$ cat config.mk
export PLATFORM = sky130hd
export DESIGN_NAME = fwd_hazard_unit
export DESIGN_NICKNAME = d
export VERILOG_FILES = /design/src/rtl/fwd_hazard_unit_pkg.sv /design/src/rtl/fwd_hazard_unit_fwd_sel.sv /design/src/rtl/fwd_hazard_unit.sv
export SDC_FILE = /design/constraint.sdc
export NUM_CORES = 1
export LEC_CHECK = 0
export ABC_AREA = 1
export BUFFER_PORTS_ARGS = -buffer_cell sky130_fd_sc_hd__buf_4
export CELL_PAD_IN_SITES_DETAIL_PLACEMENT = 0
export CELL_PAD_IN_SITES_GLOBAL_PLACEMENT = 2
export CORE_MARGIN = 10
export CORE_UTILIZATION = 30
export CTS_CLUSTER_SIZE = 25
export DETAILED_ROUTE_END_ITERATION = 12
export HOLD_SLACK_MARGIN = 0.1
export PLACE_DENSITY_LB_ADDON = 0.2
export RECOVER_POWER = 50
export SLEW_MARGIN = 20
export SYNTH_ARGS = -nofsm -noshare
export SYNTH_HDL_FRONTEND = slang
export SYNTH_HIERARCHICAL = 1
export SYNTH_SLANG_ARGS = --single-unit
$ cat constraint.sdc
create_clock -name clk -period 4.1 [get_ports clk]
set_input_delay 0 -clock clk [delete_from_list [all_inputs] [get_ports clk]]
set_output_delay 0 -clock clk [all_outputs]
set_load 0.1 [all_outputs]
$ cat src/rtl/fwd_hazard_unit_pkg.sv
// Shared opcodes, mux-select encodings and instruction decode for the forwarding/hazard unit.
package fwd_hazard_pkg;

    localparam int DEC_AW = 5;

    localparam logic [5:0] OP_LD      = 6'b010100;
    localparam logic [5:0] OP_ST      = 6'b010101;
    localparam logic [5:0] OP_JMP     = 6'b011000;
    localparam logic [3:0] OP_CJ_MSB  = 4'b0111;
    localparam logic [2:0] OP_IMM_MSB = 3'b001;
    localparam logic [2:0] OP_ALU_MSB = 3'b000;

    localparam logic [1:0] SEL_RF  = 2'd0;
    localparam logic [1:0] SEL_EX  = 2'd1;
    localparam logic [1:0] SEL_MEM = 2'd2;
    localparam logic [1:0] SEL_WB  = 2'd3;

    typedef enum logic {
        ST_RUN   = 1'b0,
        ST_STALL = 1'b1
    } hz_state_e;

    typedef struct packed {
        logic              rd_rs;
        logic              rd_rt;
        logic              wr_v;
        logic [DEC_AW-1:0] dst;
        logic              is_ld;
        logic              is_st;
    } dec_t;

    function automatic dec_t decode(input logic [31:0] ins);
        dec_t       d;
        logic [5:0] op;
        op = ins[31:26];
        d  = '0;
        if (op[5:3] == OP_ALU_MSB) begin
            d.rd_rs = 1'b1;
            d.rd_rt = 1'b1;
            d.wr_v  = 1'b1;
            d.dst   = ins[15:11];
        end else if (op[5:3] == OP_IMM_MSB) begin
            d.rd_rs = 1'b1;
            d.wr_v  = 1'b1;
            d.dst   = ins[20:16];
        end else if (op == OP_LD) begin
            d.rd_rs = 1'b1;
            d.wr_v  = 1'b1;
            d.dst   = ins[20:16];
            d.is_ld = 1'b1;
        end else if (op == OP_ST) begin
            d.rd_rs = 1'b1;
            d.rd_rt = 1'b1;
            d.is_st = 1'b1;
        end else if (op == OP_JMP) begin
            d = '0;
        end else if (op[5:2] == OP_CJ_MSB) begin
            d.rd_rs = 1'b1;
            d.rd_rt = 1'b1;
        end
        return d;
    endfunction

endpackage

$ cat src/rtl/fwd_hazard_unit_fwd_sel.sv
// Priority match of one source register against the downstream destination history.
module fwd_sel
    import fwd_hazard_pkg::*;
#(
    parameter int REG_AW    = 5,
    parameter int FWD_DEPTH = 2
) (
    input  logic [REG_AW-1:0]                 src,
    input  logic                              rd_en,
    input  logic [FWD_DEPTH:1]                wr_v,
    input  logic [FWD_DEPTH:1]                blocked,
    input  logic [FWD_DEPTH:1][REG_AW-1:0]    dst,
    output logic [1:0]                        sel
);

    // Scan oldest to youngest so the nearest matching stage overwrites the rest.
    always_comb begin
        sel = SEL_RF;
        for (int k = FWD_DEPTH; k >= 1; k--) begin
            if (rd_en && (src != '0) && wr_v[k] && !blocked[k] && (dst[k] == src)) begin
                sel = 2'(k);
            end
        end
    end

endmodule

$ cat src/rtl/fwd_hazard_unit.sv
// Forwarding-select and load-use stall unit between IF/ID and EX.
// Optional HAZARD_STATS_EN adds saturating stall_cnt / fwd_cnt outputs.
module fwd_hazard_unit
    import fwd_hazard_pkg::*;
#(
    parameter int INS_W     = 32,
    parameter int REG_AW    = 5,
    parameter int FWD_DEPTH = 2,
    parameter int LOAD_LAT  = 1
) (
    input  logic              clk,
    input  logic              reset,
    input  logic              ins_valid,
    input  logic [INS_W-1:0]  ins,
    output logic              stall,
    output logic [15:0]       imm,
    output logic [5:0]        op_dec,
    output logic [REG_AW-1:0] RW_dm,
    output logic [1:0]        mux_sel_A,
    output logic [1:0]        mux_sel_B,
    output logic              imm_sel,
    output logic              mem_en_ex,
    output logic              mem_rw_ex,
    output logic              mem_mux_sel_dm
`ifdef HAZARD_STATS_EN
    ,
    output logic [15:0]       stall_cnt,
    output logic [15:0]       fwd_cnt
`endif
);

    dec_t                           dec;
    logic [REG_AW-1:0]              rs;
    logic [REG_AW-1:0]              rt;
    logic                           is_imm;
    logic [FWD_DEPTH:1]             wr_v_h;
    logic [FWD_DEPTH:1]             is_ld_h;
    logic [FWD_DEPTH:1][REG_AW-1:0] dst_h;
    logic [FWD_DEPTH:1]             ld_young;
    logic [1:0]                     sel_a;
    logic [1:0]                     sel_b;
    logic                           hz;
    logic [1:0]                     hz_len;
    logic                           bubble;
    hz_state_e                      state;
    hz_state_e                      state_nx;
    logic [1:0]                     cnt;
    logic [1:0]                     cnt_nx;

    assign dec    = decode(ins[31:0]);
    assign rs     = REG_AW'(ins[25:21]);
    assign rt     = REG_AW'(ins[20:16]);
    assign is_imm = (ins[31:29] == OP_IMM_MSB);

    // Loads still inside the load-latency window cannot be forwarded yet.
    always_comb begin
        ld_young = '0;
        for (int k = 1; k <= FWD_DEPTH; k++) begin
            ld_young[k] = is_ld_h[k] && (k <= LOAD_LAT);
        end
    end

    fwd_sel #(.REG_AW(REG_AW), .FWD_DEPTH(FWD_DEPTH)) u_sel_a (
        .src     (rs),
        .rd_en   (dec.rd_rs),
        .wr_v    (wr_v_h),
        .blocked (ld_young),
        .dst     (dst_h),
        .sel     (sel_a)
    );

    fwd_sel #(.REG_AW(REG_AW), .FWD_DEPTH(FWD_DEPTH)) u_sel_b (
        .src     (rt),
        .rd_en   (dec.rd_rt),
        .wr_v    (wr_v_h),
        .blocked (ld_young),
        .dst     (dst_h),
        .sel     (sel_b)
    );

    // hz_len is the total number of bubbles needed for the youngest conflicting load.
    always_comb begin
        hz     = 1'b0;
        hz_len = '0;
        for (int k = LOAD_LAT; k >= 1; k--) begin
            if (wr_v_h[k] && is_ld_h[k] &&
                ((dec.rd_rs && (rs != '0) && (dst_h[k] == rs)) ||
                 (dec.rd_rt && (rt != '0) && (dst_h[k] == rt)))) begin
                hz     = 1'b1;
                hz_len = 2'(LOAD_LAT - k + 1);
            end
        end
    end

    always_ff @(posedge clk or negedge reset) begin
        if (!reset) begin
            state <= ST_RUN;
            cnt   <= '0;
        end else begin
            state <= state_nx;
            cnt   <= cnt_nx;
        end
    end

    // The RUN cycle that detects the hazard is the first stall cycle; cnt holds the rest.
    always_comb begin
        state_nx = state;
        cnt_nx   = cnt;
        case (state)
            ST_RUN: begin
                if (hz && ins_valid && (hz_len > 2'd1)) begin
                    state_nx = ST_STALL;
                    cnt_nx   = hz_len - 2'd1;
                end
            end
            ST_STALL: begin
                if (cnt <= 2'd1) begin
                    state_nx = ST_RUN;
                    cnt_nx   = '0;
                end else begin
                    cnt_nx = cnt - 2'd1;
                end
            end
            default: begin
                state_nx = ST_RUN;
                cnt_nx   = '0;
            end
        endcase
    end

    always_comb begin
        stall = (state == ST_STALL) || ((state == ST_RUN) && hz && ins_valid);
    end

    assign bubble = stall || !ins_valid;

    always_ff @(posedge clk or negedge reset) begin
        if (!reset) begin
            wr_v_h  <= '0;
            is_ld_h <= '0;
            dst_h   <= '0;
        end else begin
            for (int k = FWD_DEPTH; k >= 2; k--) begin
                wr_v_h[k]  <= wr_v_h[k-1];
                is_ld_h[k] <= is_ld_h[k-1];
                dst_h[k]   <= dst_h[k-1];
            end
            wr_v_h[1]  <= !bubble && dec.wr_v;
            is_ld_h[1] <= !bubble && dec.is_ld;
            dst_h[1]   <= bubble ? '0 : REG_AW'(dec.dst);
        end
    end

    // ID -> EX register; a bubble clears every EX control.
    always_ff @(posedge clk or negedge reset) begin
        if (!reset) begin
            op_dec    <= '0;
            imm       <= '0;
            imm_sel   <= 1'b0;
            mem_en_ex <= 1'b0;
            mem_rw_ex <= 1'b0;
            mux_sel_A <= SEL_RF;
            mux_sel_B <= SEL_RF;
        end else if (bubble) begin
            op_dec    <= '0;
            imm       <= '0;
            imm_sel   <= 1'b0;
            mem_en_ex <= 1'b0;
            mem_rw_ex <= 1'b0;
            mux_sel_A <= SEL_RF;
            mux_sel_B <= SEL_RF;
        end else begin
            op_dec    <= ins[31:26];
            imm       <= ins[15:0];
            imm_sel   <= is_imm || dec.is_ld || dec.is_st;
            mem_en_ex <= dec.is_ld || dec.is_st;
            mem_rw_ex <= dec.is_st;
            mux_sel_A <= sel_a;
            mux_sel_B <= sel_b;
        end
    end

    assign RW_dm          = wr_v_h[2] ? dst_h[2] : '0;
    assign mem_mux_sel_dm = is_ld_h[2];

`ifdef HAZARD_STATS_EN
    always_ff @(posedge clk or negedge reset) begin
        if (!reset) begin
            stall_cnt <= '0;
            fwd_cnt   <= '0;
        end else begin
            if (stall && (stall_cnt != 16'hFFFF)) begin
                stall_cnt <= stall_cnt + 16'd1;
            end
            if (((mux_sel_A != SEL_RF) || (mux_sel_B != SEL_RF)) && (fwd_cnt != 16'hFFFF)) begin
                fwd_cnt <= fwd_cnt + 16'd1;
            end
        end
    end
`endif

endmodule

# Word level (Yosys, flattened, before mapping)
# Index checks and enable logic that the tools add are counted.
[totals]
ff_bits = 46
word_cells = 97
[classes]
addsub = 2
n_lt_le_gt_ge = 2
eq_ne = 10
mux = 35
bitwise = 1
reduce_logical = 34
[ops]
columns = ["op", "count"]
rows = [
  ["2-bit two-way mux", 13],
  ["1-bit logical AND", 22],
  ["5-bit equality test", 4],
  ["6-bit by 5-bit equality test with 1-bit output (second input constant)", 3],
  ["16-bit two-way mux", 1],
  ["1-bit two-way mux", 13],
  ["6-bit two-way mux", 2],
  ["5-bit two-way mux", 2],
  ["5-bit nonzero test", 2],
  ["8-bit two-way mux", 1],
  ["7-bit two-way mux", 1],
  ["1-bit logical OR", 6],
  ["4-bit by 3-bit equality test with 1-bit output (second input constant)", 1],
  ["2-bit case mux with 2 select lines", 1],
  ["2-bit by 1-bit subtractor with 2-bit output (second input constant)", 2],
  ["3-bit by 1-bit equality test with 1-bit output (second input constant)", 1],
  ["1-bit zero test", 3],
  ["3-bit zero test", 1],
  ["2-bit by 1-bit greater-than comparator with 1-bit output (second input constant)", 1],
  ["2-bit by 1-bit less-or-equal comparator with 1-bit output (second input constant)", 1],
  ["2-bit inequality test (second input constant)", 1],
  ["1-bit case mux with 2 select lines", 1],
  ["1-bit inverter", 1],
]

# Logic depth before layout (Yosys ltp)
# Gate-level depths: netlist of the first run.
[depth]
depth_word = 18
ltp_mapped = 12

# By module
# The synthesis of the first run kept the hierarchy.
[by_module_without_submodules]
columns = ["mod", "instances", "cells_each", "area_each_um2", "seq_area_each_um2"]
rows = [
  ["fwd_hazard_unit", 1, 206, 1923.1, 1151.1],
  ["fwd_sel", 2, 55, 227.7, 0.0],
]

# Worst setup path before layout of the first run
# No wires, ideal clock.
[synth_path]
kind = "flip-flop to output port"
from = "reg dst_h[0] in the netlist's numbering"
to = "out stall"
arrival_ns = 1.643
required_time_ns = 4.100
path_slack_ns = 2.457
path_stages_with_launch = 9
n_path_buf = 0
path_cell_list = "dfrtp_1 > xor2_1 > nor2_1 > nand2_1 > nor2_1 > nand2_1 > nand2_1 > nand3_1 > nand2_1"
[synth_between]
elab_chain_cells = 8
[synth_lines]
columns = ["element", "line", "text"]
rows = [
  ["from (decl)", "fwd_hazard_unit.sv:38", "logic [FWD_DEPTH:1][REG_AW-1:0] dst_h;"],
  ["from (signal, indexed assignment)", "fwd_hazard_unit.sv:146", "dst_h[k] <= dst_h[k-1];"],
  ["5-bit equality test, on equally long branches", "fwd_hazard_unit.sv:87, fwd_hazard_unit.sv:88", ""],
  ["1-bit logical AND, on equally long branches", "fwd_hazard_unit.sv:87, fwd_hazard_unit.sv:88", ""],
  ["1-bit logical OR *", "fwd_hazard_unit.sv:87", "((dec.rd_rs && (rs != '0) && (dst_h[k] == rs)) ||"],
  ["1-bit logical AND *", "fwd_hazard_unit.sv:86", "if (wr_v_h[k] && is_ld_h[k] &&"],
  ["1-bit two-way mux *", "fwd_hazard_unit.sv:86", ""],
  ["1-bit logical AND * (2 in series)", "fwd_hazard_unit.sv:132", "stall = (state == ST_STALL) || ((state == ST_RUN) && hz && ins_valid);"],
  ["1-bit logical OR *", "fwd_hazard_unit.sv:132", ""],
  ["to (decl)", "fwd_hazard_unit.sv:15", "output logic stall,"],
]
# Every way passes the cells marked *; elsewhere a longest branch is shown, timed or not.

==> results of run 1 <==
==> routing by layer <==
metal	GRT usage (%)	vias to the layer above
met5	0	-
met1	12.9	921
met3	3.48	4
li1	-	1117
met4	2.54	0
met2	20.7	35
==> power by group <==
part	switching (W)	internal, W	total (W)	leakage (nW)
Combinational	0.000170	0.0000784	0.000249	1.14
Clock	0.000171	0.000186	0.000357	0.0563
Sequential	0.0000112	0.000469	0.000480	0.615
Total	0.000352	0.000733	0.00109	1.81
==> worst paths after layout <==
| path | from | end | slack, ps | cells after the start |
|---|---|---|---|---|
| max in group clk | dst_h[4] | op_dec[4] | 2170 | 9 |
| hold / removal | ins[24] | mux_sel_A[0] | 210 | 8 |
| setup / recovery | reset | dst_h[2] | 1720 | 2 |
| min in group asynchronous | reset | imm[10] | 980 | 2 |
| setup reg to reg | dst_h[4] | op_dec[4] | 2170 | 9 |
| hold reg to reg | wr_v_h[1] | wr_v_h[2] | 440 | 0 |
==> worst reg2reg max path, delay by kind of cell, from the launching register on <==
kind / cells / cell delay [ps]
flops: 1 / 510
simple gates: 8 / 1210
buf+inv: 1 / 130
==> kinds of logic (layout without fill, tap and decap cells) <==
kind of cell,count (synthesis),after routing
flip-flops,46,46
AND/OR/NAND/NOR,174,174
other,1,2
XOR/XNOR,10,10
AO/OA/AOI/OAI,12,12
buffers and inverters,73,176
==> synth_stat cells <==
cell	number	area [µm²]
sky130_fd_sc_hd__a21boi_1	1	7.51
sky130_fd_sc_hd__a21oi_1	7	35.0
sky130_fd_sc_hd__buf_6	3	33.8
sky130_fd_sc_hd__conb_1	1	3.75
sky130_fd_sc_hd__dfrtp_1	46	1150
sky130_fd_sc_hd__inv_1	65	244
sky130_fd_sc_hd__inv_2	5	18.8
sky130_fd_sc_hd__nand2_1	72	270
sky130_fd_sc_hd__nand2_2	5	31.3
sky130_fd_sc_hd__nand3_1	13	65.1
sky130_fd_sc_hd__nand3_4	1	17.5
sky130_fd_sc_hd__nand4_2	1	12.5
sky130_fd_sc_hd__nor2_1	54	203
sky130_fd_sc_hd__nor2_2	27	169
sky130_fd_sc_hd__o21a_1	1	7.51
sky130_fd_sc_hd__o21ai_0	1	5.00
sky130_fd_sc_hd__o21ai_1	2	10.0
sky130_fd_sc_hd__or2_0	1	6.26
sky130_fd_sc_hd__xnor2_1	5	43.8
sky130_fd_sc_hd__xor2_1	5	43.8
==> metrics by stage <==
stage               hold slack, ps  util, %
finish                         208     43.6
global route                   253     43.6
CTS                            215     44.0
detailed placement            55.9     38.8
global placement              51.3     38.8
floorplan                     -296        -
==> repair_timing <==
item,4_1_cts,5_1_grt
hold buffers,28,0
endpoints found under the setup margin,0,0
hold endpoints to repair,76,0
==> sequential cells by signal, indices dropped and copies added (netlist names) <==
| signal | cells |
|---|---|
| mux_sel_A | 2 |
| is_ld_h | 2 |
| mux_sel_B | 2 |
| imm_sel | 1 |
| mem_en_ex | 1 |
| op_dec | 6 |
| imm | 16 |
| dst_h | 10 |
| state | 1 |
| mem_rw_ex | 1 |
| cnt | 2 |
| wr_v_h | 2 |
==> final cells by class <==
class | count | area, µm²
clock inverters | 3 | 48.8
well taps | 102 | 128
fillers | 822 | 4360
repair buffers | 98 | 772
clock buffers | 5 | 68.8
inverters | 70 | 263
flip-flops and latches | 46 | 1150
multi-input cells | 198 | 935
==> summary by stage, run 1 <==
Clocking
Clock-pin slew was measured on the worst setup and hold paths at 100 ps. The clock tree synthesis step divided the H-tree into 2 levels. The longest clock path from root to sink contains 2 buffers. TritonCTS built the clock tree. The root buffer cell is sky130_fd_sc_hd__clkbuf_8.

The clock insertion delay at the later pin of the skew report is 300 ps. Counting the buffers created by CTS gives 5. The count of cells resized by post-cts repair is 0. The number of setup buffers added after CTS is 0.

The number of sinks driven by the clock tree is 46.

Outcome
The run finished, with violations left. The checks that failed: max-capacitance violations, max-slew violations.

Global routing
The via count of the first global-routing pass is 2,221. The first global-routing pass estimated 10,800 µm of wire. Entering global routing, the biggest net connects 47 pins. Global routing used 11.5% of the available tracks across all layers.

The initial antenna violation count is 0. The total global routing overflow is 0.

Finish
The number of standard cells in the layout, taps in and fillers out is between 500 and 600. In the final layout, the share of cells above drive strength 1 is 25.7%. Compared with the post-synthesis result, the final layout area differs by 41.5%. The number of antenna diodes is 0. The most common cell after layout, fill and taps aside is sky130_fd_sc_hd__nand2_1.

The layout net count is 454. Leaving out fill and tap cells, the most frequent cells in the layout are 72 x sky130_fd_sc_hd__nand2_1, 65 x sky130_fd_sc_hd__inv_1, 61 x sky130_fd_sc_hd__buf_4, 54 x sky130_fd_sc_hd__nor2_1, 46 x sky130_fd_sc_hd__dfrtp_1. The finished cells cover approximately 0.0034 mm².

Routing
The iteration count of the initial detailed-routing pass is 4. For this block, wires on met1 add up to roughly 2800 µm. The routed design has about 6600 µm of wire.

Once detail routing completed, the nets flagged for antenna violations numbered 0. The routed layout has 2,077 vias. The detailed route wirelength on metal2 is roughly 3400 µm. After detailed routing, the average wire length per cell comes to 12.6 µm. The highest metal layer carrying signal wires in the routed design is met4.

The wire length on met3 is 335 µm. In the routed design, unresolved DRC markers number 0. The post-detailed-route via-to-cell ratio is 3.98. The number of DRC violations after detailed-routing iteration 0 is 69.

Timing
The final critical-path setup slack is between 1500 and 2000 ps. The minimum clock period after layout is approximately 2400 ps. The maximum clock rate is 420 MHz. The worst relative slew slack is -63.4%. The post-route clock skew is 7.26 ps. The share of the clock period used by the worst path after layout is 58.1%.

The number of setup violations in the final report is 0. Setup repair after global routing left no endpoint under its margin. The total count of hold-check failures in the final report was 0. The final setup TNS is 0 ps. The number of max-slew violations in the final report is 47.

The transition time at the pin with the least slew margin is 2450 ps.

Setup path
The largest delay contributor family on the critical path is buffers and inverters. The signal on the critical path passes through dlygate4sd3_1 > clkbuf_1. The worst path buffer plus inverter count is 2.

The worst setup path is of the in2async kind. The biggest fanout along the worst timing path is 46. The kind of launch point of the worst setup path is an input pin. STA puts the critical path data required time at 4010 ps. The critical path data arrival time is 2290 ps. The largest single stage delay on the critical path is 1740 ps. On the critical path, the stage with the largest delay is an instance of sky130_fd_sc_hd__clkbuf_1. The worst setup path is captured at an asynchronous set/reset pin.

Power and ir drop
The areal power density over the cells is 323 mW/mm². The standby leakage power is approximately 1.8 nW. The total power after layout is 0.00109 W. The worst-case IR drop observed on VDD is about 0.25 mV.

Floorplan
After floorplanning, the core was sized to cover 0.00773 mm². The floorplan step defined a die boundary enclosing 0.0119 mm². The floorplan step set the die width to 109 µm.

Once the floorplan was initialized, standard cells occupied 30.8% of the core. The die is between 100 and 150 µm tall. The number of I/O pins is 71. The floorplan has 32 rows.

Synth
The adder and majority gate portion of the synthesized area is 0%. The cell area after synthesis is between 0.002 and 0.0025 mm². The dominant combinational cell family by area after synthesis is simple AND/OR/NAND/NOR gates. The number of distinct library cells after synthesis is 20. After technology mapping, the gate count stands at 316. The average instance area after synthesis is 7.53 µm².

Of the total synthesized cell area, the portion taken by XOR and XNOR cells is 3.68%. During synthesis, Yosys emitted a total of 6 warnings. The sequential element share of the synthesized area is 48.4%. The basic-gate share of the synthesized area counting and, or, nand and nor cells is 32.6%. Summing the areas of all compound-gate instances in the mapped netlist gives 2.74% of the synthesized area. The number of flip-flops and latches in the synthesized netlist is between 40 and 50.

The proportion of synthesized area in mux cells is 0%.

Run
The total of max-cap violations is 1.

Placed design
The number of buffers added on ports is 70. Routability-driven placement finished with a final weighted congestion of 0.749. The placed instances occupy a cell area of 0.00300 mm². Once detailed placement completed, the half-perimeter wirelength came to 4880 µm.

The worst slack after detailed placement is 2170 ps. Counting tap cells, the placed design contains a total of between 400 and 500 instances.

Worst hold path
The min-delay analysis places its worst path in the category in2reg.
No activity file was read; power rests on OpenSTA's default activity.
==> run 2: changes to the inputs <==
- CORE_UTILIZATION: 30 -> 28
- clock period: 4.1 -> 2.5 ns (I/O delays scaled with it)
==> run 2 against run 1 <==
The flow now finishes without violations. Combinational power is 64% higher. Worst setup slack lost 1100 ps. Critical path depth up 7. Die area rose by 5.8%. Flip-flop and latch count unchanged. Total power increased by 53%. Clock-buffer cell count is the same. Core utilization is 3.1 points lower. Non-clock buffer count stayed put. Largest cell class unchanged. Largest power group unchanged.
==> summary by stage, run 2 (synthesis results as in run 1) <==
Outcome
The run finished with clean final reports.

Worst hold path
The worst hold path begins at ins[24]. The worst hold path cell count is 8. The endpoint of the worst hold path is mux_sel_A[0]. The class of the tightest hold or removal check is in2reg.

Global routing
Entering global routing, the biggest net connects 47 pins. The wire length of the first global-routing pass is 11,300 µm. The initial antenna violation count is 0. The total global routing overflow is 0. The via count of the first global-routing pass is roughly 2,300. Global routing used 10.8% of the available tracks across all layers.

Setup path
In this run the critical register-to-register path is launched from dst_h[4]. The slack of the worst reg-to-reg path is 620 ps. The worst register-to-register path has a depth of 9. The biggest fanout along the worst timing path is 36.

The endpoint identified for the worst register-to-register timing path is op_dec[4]. At the worst endpoint, the required time is 2730 ps. The capturing element type of the critical path is a flop. The kind of launch point of the worst setup path is a flop. The critical path is of the reg2reg type. Data on the critical path arrives at its endpoint at 2100 ps.

Clocking
The clock insertion delay at the later pin of the skew report is about 300 ps. After clock tree synthesis, the clock-pin slew on the worst setup and hold paths is 100 ps. In this run the post-CTS setup repair buffer count came out at 0. The root buffer cell is sky130_fd_sc_hd__clkbuf_8. TritonCTS built the clock tree.

The largest buffer count on any clock path is 2. The number of buffers added by the clock tree synthesis step is 5. Counting every sink on the clock net gives 46.

The H-tree generated during clock tree synthesis spans 2 levels. The count of cells resized by post-cts repair is 0.

Timing
The total count of hold-check failures in the final report is 0. Clock skew on the completed layout was measured at 11.2 ps. The final setup TNS is 0 ps.

Timing would allow up to 532 MHz. The number of max-slew violations in the final report came to 0. At the pin with the least slew margin, the transition time is 1220 ps.

The worst relative slew slack is 18.9%. Setup repair after global routing left no endpoint under its margin. The minimum clock period after layout is 1880 ps. The share of the clock period used by the worst path after layout is 75.2%. The worst hold slack after final layout is 181 ps. Setup violations remaining at the end of the flow were counted as 0.

Routing
The post-detailed-route via-to-cell ratio is about 4.1. In the routed design, unresolved DRC markers number 0. Across all layers, the routed design uses 2,129 vias.

The final routed wire length divided by cell count is 12.5 µm. The first TritonRoute pass finished after 4 iterations. The number of nets with antenna violations after routing is 0.

Wires add up to between 6000 and 7000 µm. In this run, the number of DRC markers left after iteration 0 of detailed routing was 23.

Floorplan
The overall die width is 112 µm. The die covers 0.0126 mm². The count of standard-cell rows is 33. The core region is a little over 0.008 mm².

Once the floorplan was initialized, standard cells occupied 28.8% of the core. The number of I/O pins is 71. The height of the chip is between 100 and 150 µm.

Finish
Registers take 0.00115 mm². The register with the most flip-flops in the layout has 16 of them. The largest registers in the layout are imm: 16 flops, dst_h: 10 flops, op_dec: 6 flops. In the final layout, the multi-input gates occupy 935 µm². Counting the fill cells in the layout gives 916. The final instance area is between 0.003 and 0.004 mm². In the final layout, the share of cells above drive strength 1 is approximately a quarter.

imm holds more flip-flops than any other register. Measured on the finished design, the core utilization comes to approximately 40%. The most common cell after layout, fill and taps aside is sky130_fd_sc_hd__nand2_1.

In the layout the commonest cells are 72 x sky130_fd_sc_hd__nand2_1, 65 x sky130_fd_sc_hd__inv_1, 61 x sky130_fd_sc_hd__buf_4, 54 x sky130_fd_sc_hd__nor2_1, 46 x sky130_fd_sc_hd__dfrtp_1. For this run, the post-layout net count is 454. The area overhead of the layout relative to synthesis is 40.5%. The number of antenna diodes is 0.

Power and ir drop
The total power after layout is 0.00166 W. The worst-case IR drop observed on VDD is ~0.26 mV. The standby leakage power is 1.81 nW.

The areal power density over the cells is 496 mW/mm².

Placed design
Buffers placed on the I/O ports in this run total 70. The total half-perimeter wirelength after legalization and detailed placement is 4950 µm. In this run the cell area measured after placement is 0.00301 mm². The routability congestion estimate from global placement is about 0.74.

Run
The total of max-cap violations is 0.
==> run 2: cell type report <==
cell class | count | share of cell area (%)
Clock inverter | 3 | 0.562
Sequential cell | 46 | 34.5
Inverter | 70 | 7.87
Clock buffer | 5 | 2.06
Timing Repair Buffer | 98 | 23.1
Multi-Input combinational cell | 198 | 28.0
Tap cell | 105 | 3.93
==> run 2: how the worst max path moves through the flow <==
| stage | depth (start not counted) | slack, ps | to | from |
|---|---|---|---|---|
| after floorplan | 8 | 860 | stall | dst_h[0] |
| after global placement | 9 | 630 | imm[15] | dst_h[4] |
| after detailed placement | 9 | 570 | mem_en_ex | dst_h[4] |
| after CTS | 9 | 560 | mux_sel_A[1] | dst_h[4] |
| after global routing | 9 | 380 | mem_en_ex | dst_h[4] |
| final | 9 | 620 | op_dec[4] | dst_h[4] |
==> run 2: what timing repair did <==
item / 4_1_cts / 5_1_grt
endpoints found under the hold margin: 75 / 0
endpoints found under the setup margin: 0 / 0
hold buffers: 28 / 0
==> run 2: report_power, final <==
part | switching, W | leakage [nW] | total [W] | internal [W]
clock network | 0.000265 | 0.0483 | 0.000463 | 0.000197
logic | 0.000280 | 1.14 | 0.000408 | 0.000128
registers | 0.0000176 | 0.615 | 0.000787 | 0.000769
==> run 2: stage by stage <==
| step | cells | setup WS (ps) |
|---|---|---|
| 6_report | 525 | 621 |
| 5_1_grt | 525 | 380 |
| 4_1_cts | 525 | 560 |
| 3_5_place_dp | 489 | 567 |
| 3_3_place_gp | 489 | 627 |
| 2_1_floorplan | 317 | 857 |
==> run 2: layer usage <==
metal	wire, µm	global-route usage, %
met5	0	0
met4	97	3.13
met3	365	3.46
met2	3140	17.8
met1	2970	13.2
==> run 2: worst max-delay path, cell delays in order, from the launching register on <==
cell and delay, ps:
sky130_fd_sc_hd__dfrtp_1 480, sky130_fd_sc_hd__inv_1 110, sky130_fd_sc_hd__or2_0 210, sky130_fd_sc_hd__nand3_1 80, sky130_fd_sc_hd__nor2_1 50, sky130_fd_sc_hd__nand2_1 60
sky130_fd_sc_hd__nand2_1 80, sky130_fd_sc_hd__nand2_2 80, sky130_fd_sc_hd__nand3_4 410, sky130_fd_sc_hd__nor2_1 230
==> run 3: changes to the inputs <==
- ABC_AREA: 1 -> 0
- CORE_UTILIZATION: 28 -> 31
- clock period: 2.5 -> 1.8 ns (I/O delays scaled with it)
==> run 3 against run 2 <==
Core utilization grew 8.0 points. Clock skew shrank 4.8 ps. Global-route usage grew 1.6 points. Highest routed layer unchanged.
==> summary by stage, run 3 <==
Outcome
The run finished with clean final reports.

Finish
The fraction of final layout cells with drive strength greater than 1 is 35.2%. Compared with the post-synthesis result, the final layout area differs by 51.6%. In the final layout, the registers with the most flip-flops are imm: 16 flops, dst_h: 10 flops, op_dec: 6 flops. The library cells used most frequently in the layout, excluding fill and tap cells, are 79 x sky130_fd_sc_hd__buf_4, 43 x sky130_fd_sc_hd__dfrtp_1, 33 x sky130_fd_sc_hd__and3_1, 24 x sky130_fd_sc_hd__xnor2_1, 23 x sky130_fd_sc_hd__dlygate4sd3_1. The number of standard cells in the layout, taps in and fillers out is 394. The flip-flop count of the largest register, all copies and words added is 16. The number of antenna diodes in the final layout is 0. The layout has around 640 filler cells. With fillers left out, the area of the finished cells amounts to 0.00329 mm². The register with the most flip-flops in the final layout is imm.

The utilization of the core after routing is about half. The library cell used most frequently in the layout, excluding fill and tap cells, is sky130_fd_sc_hd__buf_4. At the end of the flow, the number of nets in the layout was 332.

Timing
In the post-route analysis, the smallest setup slack over all paths is 17.2 ps. The total count of hold-check failures in the final report is 0. The number of max-slew violations in the final report was 0. Static timing analysis puts the maximum clock frequency at around 560 MHz.

The worst relative slew slack is 22.3%. Setup repair after global routing could not meet its margin everywhere. Dividing the final minimum period by the clock period gives between 90 and 100%.

The number of setup violations in the final report is 0. For the final database, setup skew stands at 6.37 ps. The smallest clock period supported by the final layout is computed as 1780 ps. At the pin with the least slew margin, the transition time is about 1200 ps.

Clocking
The TritonCTS clock tree is built. For this design, the sink count on the clock tree is 46. In this run the deepest clock path goes through 2 buffers. The clock transition at the registers of the reported paths is approximately 90 ps.

The later pin in the worst-skew pair is clocked with a latency of a little under 300 ps. The H-tree depth reported by CTS is 2. The root buffer cell is sky130_fd_sc_hd__clkbuf_8.

In this run, CTS created clock tree buffers numbering 5.

Power and ir drop
The internal power is around 0.0017 W. The areal power density over the cells is 732 mW/mm². Per report_power, the combinational group accounts for 23.3% of the total. Power comes to 0.00241 W. The worst-case IR drop observed on VDD is 0.289 mV.

The net switching power is around 0.00073 W. The standby leakage power is around 1.6 nW. The switching power share of the total is 30.1%. Per report_power, the clock group accounts for about a third of the total. The relative contribution of sequential cells to total power is between 40% and 50%.

Synth
The number of distinct library cells after synthesis is 36. The number of flops mapped to enable cells by yosys is 0. Of the post-synthesis cell area, the dominant cell type holds 53.0%. The average instance area after synthesis is 11.6 µm². Yosys attributes the largest share of cell area to sky130_fd_sc_hd__dfrtp_1 53%, sky130_fd_sc_hd__xnor2_1 9.7%, sky130_fd_sc_hd__and3_1 9.5%. After synthesis the cells add up to around 0.0022 mm². The most numerous cell in the Yosys netlist is sky130_fd_sc_hd__dfrtp_1. The yosys synthesis warning count is 6. The share of the Yosys chip area taken by registers is 53.0%. After synthesis the netlist holds a flip-flop and latch count of 46. The primary flip-flop cell chosen by synthesis mapping is sky130_fd_sc_hd__dfrtp_1. After technology mapping, the gate count stands at 188. The fraction of registers with async set/reset is 100%. Counting instances in the post-synthesis netlist gives the leading cell types as 46 x sky130_fd_sc_hd__dfrtp_1, 33 x sky130_fd_sc_hd__and3_1, 24 x sky130_fd_sc_hd__xnor2_1. The top cell type by total area after synthesis is sky130_fd_sc_hd__dfrtp_1.

Placed design
In this run, placement finished with an instance count of roughly 360. The worst slack after detailed placement is 61.9 ps. The standard cell area after detailed placement is 0.00290 mm². The number of buffers added on ports is 70. The total half-perimeter wirelength after legalization and detailed placement is 4770 µm. The congestion estimate from routability-driven global placement came to between 0.7 and 0.8.

Setup path
For the worst setup path, the data required time is between 1500 and 2000 ps. The category of the critical setup timing path is reg2out. For the worst setup path, the data arrival time is 1780 ps. The biggest fanout along the worst timing path is 3.

The kind of launch point of the worst setup path is a flop. The capturing element type of the critical path is an output pin.

Global routing
The first global-routing pass estimated 11,000 µm of wire. After global routing, the most crowded layer is met2. After global routing the overflow that remains totals 0. Global routing consumed, on the met3 layer, roughly 4.3% of the routing resources. The via count of the first global-routing pass is 1,979. The pin count of the biggest net entering global routing is 47. The initial antenna violation count came to 0.

For this run, global-route usage on met1 was measured as between 10% and 20%. Global routing used 19.5% of the available met2 tracks. The overall global routing resource usage is about an eighth.

Floorplan
The die is 104 µm tall. The overall die width is 104 µm. The die area is 0.0108 mm². The core region is a little under 0.007 mm².

The initial core utilization is 32.0%. The count of standard-cell rows is 30. For this design the top-level I/O count stands at 71.

Routing
The iteration count of the initial detailed-routing pass is 4. The number of DRC violations after detailed-routing iteration 0 is 64. The post-detailed-route via-to-cell ratio is 4.61.

Detailed routing inserted a total of about 1,800 vias. The wire length reported by the detailed router is 6540 µm. Once detail routing completed, the nets flagged for antenna violations numbered 0.

In the final routed layout, each cell accounts on average for around 17 µm. In the routed design, unresolved DRC markers number 0.

Worst hold path
The worst hold path belongs to the class in2reg.

Run
The tool flagged a number of max-cap violations equal to 0.
## run 3: cell count changes after synthesis, sizes merged, moves of 5 or more
cell | previous run | this run
xnor2 | 5 | 24
nand3 | 14 | 3
o2bb2ai | 0 | 5
and2 | 0 | 7
inv | 70 | 4
mux2i | 0 | 5
nand2 | 77 | 4
nor2 | 81 | 6
and3 | 0 | 33
nor3 | 0 | 5
## run 3: worst paths after layout
path	startpoint	end	slack (ps)	cells after the start
worst max-delay path	dst_h[3]	stall	20	6
worst min-delay path	ins[18]	dst_h[2]	140	3
worst max register to register	dst_h[3]	imm[3]	40	7
worst min register to register	is_ld_h[1]	is_ld_h[2]	460	0
max in group asynchronous	reset	dst_h[4]	530	2
min in group asynchronous	reset	imm[7]	470	2
## run 3: power groups by stage
stage / Sequential [W] / Clock, W / Combinational (W)
after floorplan: 0.00130 / 0 / 0.000122
after CTS: 0.00109 / 0.000784 / 0.000567
after global placement: 0.00111 / 0 / 0.000516
after global routing: 0.00109 / 0.000833 / 0.000598
final: 0.00109 / 0.000762 / 0.000561
after detailed placement: 0.00111 / 0 / 0.000518
## run 3: cells by family (layout without fill, tap and decap cells)
| kind of cell | count (synthesis) | after routing | share of synthesized area, % |
|---|---|---|---|
| other | 1 | 2 | 0.173 |
| XOR/XNOR | 28 | 28 | 11.3 |
| AND/OR/NAND/NOR | 77 | 77 | 22.9 |
| buffers and inverters | 12 | 121 | 3.17 |
| flip-flops | 46 | 46 | 53.0 |
| multiplexers | 5 | 5 | 2.30 |
| AO/OA/AOI/OAI | 19 | 19 | 7.20 |
## run 3: cell type report
class,instances,area [µm²],share of cell area (%)
flip-flops and latches,46,1150,35.1
multi-input cells,131,997,30.3
repair buffers,109,900,27.3
well taps,96,120,3.65
clock buffers,7,76.3,2.32
clock inverters,1,30.0,0.912
inverters,4,15.0,0.456
## run 3: per-stage QoR
| stage | hold slack (ps) | setup TNS (ps) |
|---|---|---|
| 3_5_place_dp | 50.2 | 0 |
| 2_1_floorplan | -296 | -62.9 |
| 3_3_place_gp | 42.9 | 0 |
| 4_1_cts | 125 | 0 |
| 6_report | 136 | 0 |
| 5_1_grt | 142 | -1070 |
## run 3: repair_timing
item                                   CTS  global route
setup endpoints to repair                1            33
resized for setup                        7             2
endpoints found under the hold margin   71             0
hold buffers                            23             0
pin swaps                                4             3
buffers inserted                         4             0
## run 3: per-layer routing
layer	part of all wire [%]	up-vias
li1	-	879
met1	45	881
met2	48	53
met3	6.1	5
met4	0.80	0
met5	0	-
## run 3: critical path, stage by stage (launching register included)
cell and delay, ps:
sky130_fd_sc_hd__dfrtp_2 440, sky130_fd_sc_hd__xor2_1 150, sky130_fd_sc_hd__nor3_1 200, sky130_fd_sc_hd__nand3_1 170, sky130_fd_sc_hd__a2bb2oi_4 190, sky130_fd_sc_hd__o21bai_4 150
sky130_fd_sc_hd__buf_12 190
